`src/rtl/mc1_sweep_capture.sv`:
```
// mc1_sweep_capture: steps every input combination of the MC1 function in
// ascending order, lets each one settle, samples F, and hands the assembled
// truth table plus its minterm count downstream over valid/ready.
module mc1_sweep_capture #(
    parameter int unsigned N_IN          = 4,
    parameter int unsigned SETTLE_CYCLES = 2
) (
    input  logic                    clk,
    input  logic                    rst,
    input  logic                    start,
    output logic [N_IN-1:0]         abcd_out,
    input  logic                    f_in,
    output logic                    busy,
    output logic [(1<<N_IN)-1:0]    table_out,
    output logic [N_IN:0]           minterm_count,
    output logic                    table_valid,
    input  logic                    table_ready
);

    localparam int unsigned TBL_W = 1 << N_IN;
    localparam int unsigned CNT_W = N_IN + 1;
    localparam int unsigned SET_W = (SETTLE_CYCLES > 1) ? $clog2(SETTLE_CYCLES + 1) : 1;

    localparam logic [SET_W-1:0] SETTLE_LAST = SET_W'(SETTLE_CYCLES - 1);
    localparam logic [N_IN-1:0]  ABCD_LAST   = {N_IN{1'b1}};

    localparam logic [1:0] ST_IDLE   = 2'd0;
    localparam logic [1:0] ST_SETTLE = 2'd1;
    localparam logic [1:0] ST_SAMPLE = 2'd2;
    localparam logic [1:0] ST_DONE   = 2'd3;

    logic [1:0]       state_q,   state_nxt;
    logic [SET_W-1:0] settle_q,  settle_nxt;
    logic [N_IN-1:0]  abcd_nxt;
    logic [TBL_W-1:0] table_nxt;
    logic [CNT_W-1:0] count_nxt;
    logic             busy_nxt;
    logic             valid_nxt;

    // State and all outputs are registered; reset discards any partial sweep.
    always_ff @(posedge clk) begin
        if (rst) begin
            state_q       <= ST_IDLE;
            settle_q      <= '0;
            abcd_out      <= '0;
            table_out     <= '0;
            minterm_count <= '0;
            busy          <= 1'b0;
            table_valid   <= 1'b0;
        end else begin
            state_q       <= state_nxt;
            settle_q      <= settle_nxt;
            abcd_out      <= abcd_nxt;
            table_out     <= table_nxt;
            minterm_count <= count_nxt;
            busy          <= busy_nxt;
            table_valid   <= valid_nxt;
        end
    end

    // Next-state and next-output logic; everything holds unless a state acts.
    always_comb begin
        state_nxt  = state_q;
        settle_nxt = settle_q;
        abcd_nxt   = abcd_out;
        table_nxt  = table_out;
        count_nxt  = minterm_count;
        busy_nxt   = busy;
        valid_nxt  = table_valid;

        case (state_q)
            ST_IDLE: begin
                if (start) begin
                    abcd_nxt   = '0;
                    table_nxt  = '0;
                    count_nxt  = '0;
                    settle_nxt = '0;
                    busy_nxt   = 1'b1;
                    state_nxt  = ST_SETTLE;
                end
            end

            ST_SETTLE: begin
                // f_in is deliberately ignored while MC1 settles.
                settle_nxt = settle_q + SET_W'(1);
                if (settle_q == SETTLE_LAST) begin
                    state_nxt = ST_SAMPLE;
                end
            end

            ST_SAMPLE: begin
                table_nxt[abcd_out] = f_in;
                count_nxt           = minterm_count + CNT_W'(f_in);
                if (abcd_out == ABCD_LAST) begin
                    valid_nxt = 1'b1;
                    state_nxt = ST_DONE;
                end else begin
                    abcd_nxt   = abcd_out + N_IN'(1);
                    settle_nxt = '0;
                    state_nxt  = ST_SETTLE;
                end
            end

            ST_DONE: begin
                // Result held stable until the downstream handshake completes.
                if (table_valid && table_ready) begin
                    valid_nxt = 1'b0;
                    busy_nxt  = 1'b0;
                    state_nxt = ST_IDLE;
                end
            end

            default: begin
                state_nxt = ST_IDLE;
            end
        endcase
    end

endmodule

```
`config.mk`:
```
export PLATFORM = sky130hd
export DESIGN_NAME = mc1_sweep_capture
export DESIGN_NICKNAME = d
export VERILOG_FILES = /design/src/rtl/mc1_sweep_capture.sv
export SDC_FILE = /design/constraint.sdc
export NUM_CORES = 1
export LEC_CHECK = 0
export CORE_ASPECT_RATIO = 1.1
export CORE_MARGIN = 3
export CORE_UTILIZATION = 40
export DETAILED_ROUTE_END_ITERATION = 10
export PLACE_DENSITY_LB_ADDON = 0.15
export SETUP_SLACK_MARGIN = 0.2
export SYNTH_ARGS = -nofsm -noshare
export SYNTH_HDL_FRONTEND = slang
export SYNTH_SLANG_ARGS = --single-unit
```
`constraint.sdc`:
```
create_clock -name clk -period 2 [get_ports clk]
set_clock_uncertainty 0.15 [all_clocks]
set_input_delay 0.4 -clock clk [delete_from_list [all_inputs] [get_ports clk]]
set_output_delay 0.4 -clock clk [all_outputs]
set_load 0.05 [all_outputs]
```
; ---- Word level (Yosys, flattened, before mapping)
; Index checks and enable logic that the tools add are counted.
[word_totals]
output_inout_bits = 27
ff_bits = 31
wordCells = 58
[op_classes]
n_eq_ne = 10
n_addsub = 3
muxes = 23
reduce_logical = 13
order_cmp = 2
[ops]
columns = cell, n
row1 = case mux 16 bit (2 select lines), 1
row2 = bitwise mux 16 bit, 1
row3 = two-way mux 16 bit, 1
row4 = AND reduction 3 bit, 5
row5 = two-way mux 2 bit, 6
row6 = inequality test 2 bit (second input constant), 5
row7 = case mux 5 bit (2 select lines), 1
row8 = two-way mux 4 bit, 2
row9 = case mux 2 bit (4 select lines), 1
row10 = case mux 4 bit (2 select lines), 1
row11 = case mux 2 bit (3 select lines), 1
row12 = nonzero test 2 bit, 3
row13 = adder 5 x 1 -> 5 bit, 1
row14 = < comparator 4 x 5 -> 1 bit (second input constant), 1
row15 = two-way mux 5 bit, 1
row16 = adder 4 x 1 -> 4 bit (second input constant), 1
row17 = demux 1 bit (select 4 bit), 1
row18 = == test 2 x 1 -> 1 bit (second input constant), 2
row19 = == test 2 bit (second input constant), 2
row20 = == test 4 bit (second input constant), 1
row21 = greater-or-equal comparator 4 x 1 -> 1 bit (second input constant), 1
row22 = two-way mux 1 bit, 4
row23 = case mux 1 bit (2 select lines), 2
row24 = nonzero test 3 bit, 1
row25 = other kinds (4), 5

; ---- Depth between registers and ports, before layout
[depth]
depth_word = 6
ltp_mapped = 5
ltp_nobuf = 5

; ---- Least setup slack after synthesis
; No wires, ideal clock.
[synth_timing]
path_kind = reg2reg
startpoint = reg abcd_out[0]
endpoint = reg table_out[15]
required_ns = 1.733
synth_period_minus_slack_ns = 1.877
t_arrival_ns = 1.610
path_slack_ns = 0.123
path_stages_with_launch = 6
n_path_buf = 1
cell_sequence = dfxtp_1 > ha_1 > buf_2 > and3_1 > o21ai_1 > a32o_1
[synth_via]
elab_chain_len = 6
elab_cells_between_ends = 7
cone_classes = 2 x order compare / 4 x mux / 1 x reduce/logical
[synth_lines]
columns = item, line
row1 = from (decl), 11  ; output logic [N_IN-1:0] abcd_out,
row2 = from (signal assigned), 53  ; abcd_out <= abcd_nxt;
row3 = < comparator 4 x 5 -> 1 bit (implied by the code) / greater-or-equal comparator 4 x 1 -> 1 bit (equally long branches), 92  ; table_nxt[abcd_out] = f_in;
row4 = logical AND 1 bit (implied by the code), 92
row5 = two-way mux 1 bit (implied by the code), 92
row6 = demux 1 bit (select 4 bit) *, 92
row7 = bitwise mux 16 bit *, 92
row8 = case mux 16 bit (2 select lines) *, 71  ; case (state_q)
row9 = to (signal assigned), 54  ; table_out <= table_nxt;
row10 = to (decl), 14  ; output logic [(1<<N_IN)-1:0] table_out,
; Mark *: on every way between the ends. The rest lies on a longest branch, timed or not.
; A chain may end at the register's enable or synchronous reset.

; ---- Final worst setup path
[layout_timing]
startpoint = reg abcd_out[2]
endpoint = out abcd_out[2]
; No word-level cell between the ends.

==> metrics.md <==
| Metric | Value |
|---|---|
| Number of cell rows | `22` |
| Root buffer cell | `clkbuf_4` |
| Clock latency on the worst-skew pair | `330 ps` |
| DP Area | `1770 µm²` |
| Grt ovf | `0` |
| Main flop type after synthesis | `dfxtp_1` |
| R2R cell count | `4` |
| Port buffer count | `31` |
| Ys Warns | `0` |
| # DRC | `0` |
| Vias in the first global route | `1200` |
| Area share of the largest cell type after synthesis | `41.8%` |
| Post-detail-place hpwl | `2.55 mm` |
| Clock power frac | `32.1%` |
| Via Count | `1316` |
| Reg2reg start | `abcd_out[1]` |
| Post-place setup slack | `-101 ps` |
| Post-CTS setup buffer count | `0` |
| GRT Resource Usage Total | `17.1%` |
| Fillers | `334` |
| WHS | `343 ps` |
| Critical path startpoint | `abcd_out[2]` |
| Max-slew headroom | `65.0%` |
| Pint | `0.802 mW` |
| Crit share post-route | `83.6%` |
| CP startpoint kind | `flip-flop` |
| Area Growth Syn to Fin | `23.4%` |
| Crit path DAT | `1120 ps` |
| CP max FO | `11` |
| Worst Hold Class | `reg2reg` |
| Maximum clock rate | `598 MHz` |
| WL final | `3.55 mm` |
| Async S/R FF share, synth | `0%` |
| Crit. End Element | `output port` |
| Die area | `4480 µm²` |
| Pre-antenna DRT Iters | `4` |
| Initial antenna violation count | `0` |
| Leakage | `0.712 nW` |
| Clk pin slew, worst setup/hold paths | `100 ps` |
| Final Max Tran Viols | `0` |
| Die height | `69.9 µm` |
| R2r endpoint | `table_out[15]` |
| Worst VDD drop | `0.370 mV` |
| Number of flops mapped to enable cells by yosys | `0` |
| Yosys top cell by area | `dfxtp_1` |
| First-pass GRT wire length | `6.04 mm` |
| Switch Pwr | `0.305 mW` |
| Layout Cells excl Fill | `238` |
| Number of routed nets with antenna violations | `0` |
| DR vias/cell | `5.53` |
| Layout cell share with drive strength beyond 1 | `26.3%` |
| CTS tree | `built` |
| Slowest CP cell | `dfxtp_1` |
| Worst Tran Pin Value | `523 ps` |
| Largest net degree at the start of global routing | `20` |
| Area contributors post-synth | `dfxtp_1 42%, a32o_1 11%, nand3_1 8.1%, ha_1 5.9%, a21oi_1 2.7%` |
| Cell Area, Synth | `1480 µm²` |
| Number of CTS-inserted buffers | `5` |
| Reg2Reg Setup Slack | `360 ps` |
| Final hold vios | `0` |
| Syn_nets | `168` |
| Syn Inst Count | `156` |
| Flops & latches, synth | `31` |
| H-tree depth | `2` |
| CP Depth | `1` |
| Switching Share | `27.5%` |
| Fin area | `1830 µm²` |
| CP Cell Sequence | `buf_4` |
| Clk sinks | `31` |
| GPL Wtd Cong | `0.838` |
| Core footprint | `3440 µm²` |
| Max cap viols | `0` |
| Power per cell area | `605 nW/µm²` |
| Seq pwr share | `57.7%` |
| Status | `finished clean` |
| Tmin final | `1670 ps` |
| Die Width | `64.1 µm` |
| Critical Path End | `abcd_out[2]` |
| Avg Synthesized Cell Area | `9.51 µm²` |
| Unrepaired setup endpoints after global routing | `false` |
| Top Ports | `32` |
| Antenna diode instance count | `0` |
| Combinational cell fraction of total power | `10.2%` |
| Wire per inst | `14.9 µm` |
| Starting Density | `43.1%` |
| Kind of cell adding the most delay to the critical path | `flip-flops` |
| Hold Crit Depth | `2` |
| Slowest Stage Delay on Critical Path | `530 ps` |
| Critical path class | `reg2out` |
| Iter 0 DRT Violations | `69` |
| WP buf/inv | `1` |
| Fin nets | `201` |
| Sequential area share after synthesis | `41.8%` |
| Clock buffer depth | `2` |
| # setup viols final | `0` |
| Synth cell types | `43` |
| Final setup margin | `329 ps` |
| CP required | `1450 ps` |
| DP Cell Count | `230` |
==> synth_stat cells (2+ instances only) <==
| library cell | number |
|---|---|
| dfxtp_1 | 31 |
| nand3_1 | 24 |
| a32o_1 | 16 |
| a21oi_1 | 8 |
| ha_1 | 7 |
| inv_1 | 6 |
| and2_1 | 5 |
| buf_2 | 5 |
| nand2_1 | 4 |
| nor2b_1 | 4 |
| nor2_1 | 3 |
| nor3_1 | 3 |
| o21ai_0 | 3 |
| a22oi_1 | 2 |
| a31oi_1 | 2 |
| buf_6 | 2 |
| nand2b_1 | 2 |
| o211ai_1 | 2 |
| o21bai_1 | 2 |
| or3_1 | 2 |
==> what timing repair did <==
item,CTS,global route
hold buffers,0,0
resized for setup,0,1
setup endpoints to repair,0,16
==> flip-flops by register name, summed over array words and instances, names as in the netlist <==
name and count:
table_out 16, minterm_count 5, abcd_out 4, settle_q 2
state_q 2, busy 1, table_valid 1
==> per-layer routing <==
| metal | up-vias | GRT usage, % | share of wire, % |
|---|---|---|---|
| met5 | - | 0 | 0 |
| met4 | 0 | 5.76 | 1.4 |
| met3 | 7 | 5.14 | 5.2 |
| met2 | 37 | 27.4 | 50 |
| met1 | 611 | 21.6 | 44 |
| li1 | 661 | - | - |
==> metrics by stage <==
step                      utilization, %  setup TNS [ps]  total power [mW]
after floorplan                        -               0             0.729
final                               53.2               0              1.11
after global routing                53.2               0              1.17
after CTS                           53.1               0              1.11
after detailed placement            51.5           -1440             0.764
after global placement              51.5            -983             0.759
==> logic make-up (layout without fill, tap and decap cells) <==
family                   count (synthesis)  after routing  synth area share [%]
adder cells (fa/ha/maj)                  7              7                  5.90
buffers and inverters                   17             51                  6.58
flip-flops                              31             31                  41.8
AO/OA/AOI/OAI                           45             45                  23.9
AND/OR/NAND/NOR                         56             56                  21.8
==> power groups by stage <==
stage | clock [mW] | sequential [mW] | combinational, mW
6_report | 0.356 | 0.639 | 0.112
5_1_grt | 0.399 | 0.642 | 0.124
4_1_cts | 0.359 | 0.639 | 0.112
3_5_place_dp | 0 | 0.653 | 0.111
3_3_place_gp | 0 | 0.652 | 0.107
2_1_floorplan | 0 | 0.657 | 0.0719
==> final cells by class <==
class	instances	area [µm²]	share of cell area (%)
repair buffers	37	300	16.4
multi-input cells	108	771	42.1
clock buffers	5	37.5	2.05
inverters	6	22.5	1.23
clock inverters	3	15.0	0.820
flip-flops and latches	31	624	34.1
well taps	48	60.1	3.28
==> cells in the final DEF (no fill, tap or decap), types with 5 or more instances in the layout <==
cell type  instances
a21oi_1            8
a32o_1            16
and2_1             5
buf_4             32
clkbuf_4           5
dfxtp_1           28
ha_1               7
inv_1              6
nand3_1           24
==> worst min-delay path by stage <==
stage                 startpoint                to  slack, ps
global route        table_out[9]      table_out[9]        380
detailed placement  table_out[4]      table_out[4]        330
finish                      busy              busy        340
CTS                         busy              busy        350
floorplan                    rst  minterm_count[2]        320
global placement            busy              busy        310
No activity file was read; power rests on OpenSTA's default activity.
